===== config.mk =====
export PLATFORM = sky130hd
export DESIGN_NAME = bitwise_pipe
export DESIGN_NICKNAME = d
export VERILOG_FILES = /design/src/rtl/bitwise_pipe.sv
export SDC_FILE = /design/constraint.sdc
export NUM_CORES = 1
export LEC_CHECK = 0
export ABC_AREA = 1
export BUFFER_PORTS_ARGS = -buffer_cell sky130_fd_sc_hd__buf_2
export CORE_MARGIN = 4
export CORE_UTILIZATION = 50
export CTS_CLUSTER_DIAMETER = 150
export DETAILED_ROUTE_END_ITERATION = 8
export HOLD_SLACK_MARGIN = 0.15
export PLACE_DENSITY = 0.72
export SLEW_MARGIN = 20
export SYNTH_ARGS = -nofsm -noshare
export SYNTH_HDL_FRONTEND = slang
export SYNTH_SLANG_ARGS = --single-unit

===== constraint.sdc =====
create_clock -name clk -period 3.15 [get_ports clk]
set_input_delay 0.63 -clock clk [delete_from_list [all_inputs] [get_ports clk]]
set_output_delay 0.63 -clock clk [all_outputs]
set_load 0.03 [all_outputs]

===== src/rtl/bitwise_pipe.sv =====
// Pipelined bitwise ALU with valid/ready flow control; result computed in stage 1, later stages only carry it.
// Optional BITWISE_PIPE_POPCNT_EN adds an out_popcnt output counting the ones in out_data.
module bitwise_pipe #(
    parameter int WIDTH  = 16,
    parameter int STAGES = 2,
    parameter int TAG_W  = 2
) (
    input  logic             clk,
    input  logic             rst,
    input  logic             in_valid,
    output logic             in_ready,
    input  logic [2:0]       in_op,
    input  logic [WIDTH-1:0] in_a,
    input  logic [WIDTH-1:0] in_b,
    input  logic [TAG_W-1:0] in_tag,
    output logic             out_valid,
    input  logic             out_ready,
    output logic [WIDTH-1:0] out_data,
    output logic [TAG_W-1:0] out_tag,
    output logic             out_zero,
    output logic             busy
`ifdef BITWISE_PIPE_POPCNT_EN
    ,
    output logic [$clog2(WIDTH+1)-1:0] out_popcnt
`endif
);

    logic [STAGES-1:0] vld_q, vld_d, adv;
    logic [WIDTH-1:0]  data_q [STAGES];
    logic [WIDTH-1:0]  data_d [STAGES];
    logic [TAG_W-1:0]  tag_q  [STAGES];
    logic [TAG_W-1:0]  tag_d  [STAGES];
    logic              accept;
    logic              hole;

    function automatic logic [WIDTH-1:0] bit_op(input logic [2:0] op,
                                                input logic [WIDTH-1:0] a,
                                                input logic [WIDTH-1:0] b);
        case (op)
            3'd0:    return a & b;
            3'd1:    return a | b;
            3'd2:    return a ^ b;
            3'd3:    return ~(a & b);
            3'd4:    return ~(a | b);
            3'd5:    return ~(a ^ b);
            3'd6:    return a & ~b;
            default: return a;
        endcase
    endfunction

    // Walk from the output back: a stage advances if any later slot is empty or the consumer takes.
    always_comb begin
        adv  = '0;
        hole = out_ready;
        for (int i = STAGES - 1; i >= 0; i--) begin
            adv[i] = vld_q[i] & hole;
            hole   = hole | ~vld_q[i];
        end
        in_ready = hole;
    end

    assign accept = in_valid & in_ready;

    always_comb begin
        vld_d     = vld_q;
        data_d    = data_q;
        tag_d     = tag_q;
        vld_d[0]  = (vld_q[0] & ~adv[0]) | accept;
        if (accept) begin
            data_d[0] = bit_op(in_op, in_a, in_b);
            tag_d[0]  = in_tag;
        end
        for (int i = 1; i < STAGES; i++) begin
            vld_d[i] = (vld_q[i] & ~adv[i]) | adv[i-1];
            if (adv[i-1]) begin
                data_d[i] = data_q[i-1];
                tag_d[i]  = tag_q[i-1];
            end
        end
    end

    always_ff @(posedge clk or posedge rst) begin
        if (rst) begin
            vld_q <= '0;
            for (int i = 0; i < STAGES; i++) begin
                data_q[i] <= '0;
                tag_q[i]  <= '0;
            end
        end else begin
            vld_q <= vld_d;
            for (int i = 0; i < STAGES; i++) begin
                data_q[i] <= data_d[i];
                tag_q[i]  <= tag_d[i];
            end
        end
    end

    assign out_valid = vld_q[STAGES-1];
    assign out_data  = data_q[STAGES-1];
    assign out_tag   = tag_q[STAGES-1];
    assign out_zero  = ~|data_q[STAGES-1];
    assign busy      = |vld_q;

`ifdef BITWISE_PIPE_POPCNT_EN
    localparam int PW = $clog2(WIDTH + 1);

    always_comb begin
        out_popcnt = '0;
        for (int i = 0; i < WIDTH; i++) begin
            out_popcnt = out_popcnt + PW'(data_q[STAGES-1][i]);
        end
    end
`endif

endmodule


==> run_results.csv <==
group,metric,value,unit
sta,maxSlewViolCount,0,
clocking,cts_max_level,2,
finish,area_delta_synth_final,9.635,%
placement,portBuffers,62,
placement,placed_area,3988,um^2
clocking,cts_sinks,38,
finish,drive_above_1_share,15.20,%
synthesis,ys_types,19,
global_routing,grt_pass1_wl,14810,um
synthesis,mappedNetlistNets,636,
synthesis,netlist.area_leader.share,25.43,%
clocking,cts_buffer_depth,2,
routing,drcViolationCount,0,
floorplanning,rows,31,
global_routing,use_met3,2.311,%
routing,postRouteAntennaNets,0,
finish,utilization,56.53,%
synthesis,synth-xor-area-share,0,%
sta,fin_tns_setup,0,ps
routing,routedWlPerCell,12.68,um
power,power.leakage,2.498,nW
power,p_per_area,455.7,nW/um^2
synthesis,synth_mux_area_share,6.022,%
sta,worstMarginPinSlew,1072,ps
floorplanning,io_pins,63,
hold_path,min_path_type,"input port to asynchronous set/reset pin",
synthesis,synth_compound_area_share,2.141,%
worst_setup_path,critPathKind,"input port to flip-flop",
synthesis,syn_inst,547,
finish,layout_common_cells,"nand2_1 (150), inv_1 (83), nand3_1 (63)",
worst_setup_path,crit_path_end_kind,"flip-flop",
routing,firstDrtPassIters,5,
global_routing,grt_max_degree,39,
sta,rsz0062_at_grt,"no",
worst_setup_path,cp-start-kind,"input port",
clocking,clk_pin_slew,70,ps
synthesis,synth.avg_cell_area,6.837,um^2
finish,n_antenna_cell,0,
placement,post-place-cells,671,
worst_setup_path,arrival,2370,ps
run,maxCapViolCount,0,
synthesis,seq_area_frac_synth,25.43,%
power,ir_worst_vdd,0.2104,mV
global_routing,antenna_found_initial,0,
synthesis,synth_top_family_by_area,"simple AND/OR/NAND/NOR gates",
finish,final_common_cell,"nand2_1",
sta,clock_skew,4.037,ps
finish,stdcell_count,678,
synthesis,syn-cell-area,3740,um^2
sta,slew_headroom,28.29,%
routing,wl,8600,um
sta,finalHoldViolCount,0,
sta,fin_crit_sh,67.66,%
floorplanning,fp.dieW,94.49,um
finish,nNetsFinal,668,
finish,final_design_area_no_fill,4100,um^2
clocking,cts_tree,"built",
clocking,cts-root-buf,"clkbuf_8",
clocking,holdBufCountCts,0,
floorplanning,die_h,94.49,um
synthesis,ys_top_cells_by_area,"dfrtp_1 (25%), ha_1 (16%), nand2_1 (15%)",
global_routing,top_usage_layer,"met2",
finish,fill_cells,723,
sta,setup_viol,0,
worst_setup_path,cp_max_fo,16,
global_routing,use_met1,28.73,%
placement,place_hpwl,6128,um
sta,period_needed,2131,ps
floorplanning,die-area,8927,um^2
routing,drtIter0Drc,246,
global_routing,grt_pass1_vias,3256,
worst_setup_path,worstPathRequired,3390,ps
clocking,postCtsSetupBuffers,0,
routing,vias,3467,
clocking,clk_latency,290,ps
global_routing,grt.total_usage,20.19,%
placement,globalplace.congestion,0.8149,
global_routing,overflow,0,
synthesis,synth_seq_cells,38,
routing,viasPerCell,5.114,
floorplanning,start_util,51.56,%
synthesis,synth-adder-area-share,16.06,%
clocking,cts_resized,0,
sta,fin_hold_ws,436.2,ps
outcome,status,"completed",
clocking,numCtsBuffers,5,
synthesis,ys_warn_count,0,
floorplanning,core_region_area,7253,um^2
worst_setup_path,reg2reg_slack,1800,ps
synthesis,yosys.area_share.simple,34.53,%
synthesis,yosysTopAreaCell,"dfrtp_1",
global_routing,grtUsageMet2,32.92,%
sta,clock.fmax,469.2,MHz
[sequential cells by signal, summed over array words and instances, names as in the netlist]
name      count
out_data     16
data_q       16
vld_q         2
tag_q         2
out_tag       2
[power by group]
group          internal, mW  switching, mW  total (mW)
Combinational         0.246          0.481       0.727
Clock                 0.253          0.168       0.421
Sequential            0.623         0.0973       0.720
Total                  1.12          0.747        1.87
[synth_stat cells]
cell type / number
nor2_1: 34
buf_4: 18
nor4_1: 4
a21oi_1: 16
inv_1: 83
nand2_2: 2
buf_1: 3
dfrtp_1: 38
or2_1: 1
mux2_1: 20
buf_2: 17
nor2_4: 2
inv_2: 3
nand2_1: 150
nand4_1: 34
nand3_1: 63
ha_1: 48
nor2_2: 1
clkbuf_1: 10
[logic make-up after synthesis]
kind of cell,Yosys count
AOI/OAI and AO/OA,16
muxes,20
adders and majority gates,48
DFF,38
buffers and inverters,134
and+or+nand+nor,291
[worst max-delay path, cell delays in order]
cell and delay, ps:
buf_2 150, inv_2 50, nor2_1 800, buf_4 360, nand3_1 90, nand2_1 70
nor2_1 40, nand2_1 50, nand2_1 60, nand2_1 50
[path summary, 6_finish.rpt]
kind	from	to	depth (start not counted)
hold / removal	rst	out_data[12]$_DFFE_PP0P_	3
hold reg to reg	data_q[30]$_DFFE_PP0P_	data_q[30]$_DFFE_PP0P_	2
min in group clk	data_q[30]$_DFFE_PP0P_	data_q[30]$_DFFE_PP0P_	2
setup / recovery	in_op[0]	data_q[23]$_DFFE_PP0P_	10
max in group asynchronous	rst	out_data[4]$_DFFE_PP0P_	3
setup reg to reg	vld_q[0]$_DFF_PP0_	tag_q[3]$_DFFE_PP0P_	4
[per-stage QoR]
step / power [mW] / worst slack, ps
after detailed placement: 1.462 / 746.6
final: 1.869 / 1019
after global placement: 1.443 / 783.7
after global routing: 1.995 / 818.0
after CTS: 1.881 / 1051
after floorplan: 1.353 / 1313
[layout make-up]
type / instances / area, um^2 / share of cell area, %
tap: 99 / 123.9 / 3.021
sequential: 38 / 950.9 / 23.19
clock inverter: 1 / 30.03 / 0.7324
clock buffer: 6 / 82.58 / 2.014
timing repair buffer: 73 / 392.9 / 9.582
multi-input combinational: 375 / 2197 / 53.59
inverter: 86 / 322.8 / 7.873
[per-layer routing]
layer | wire length (um) | part of all wire (%)
met1 | 4186 | 49
met2 | 3761 | 44
met3 | 590 | 6.9
met4 | 61 | 0.71
met5 | 0 | 0
Power figures use the tool's default switching activity.
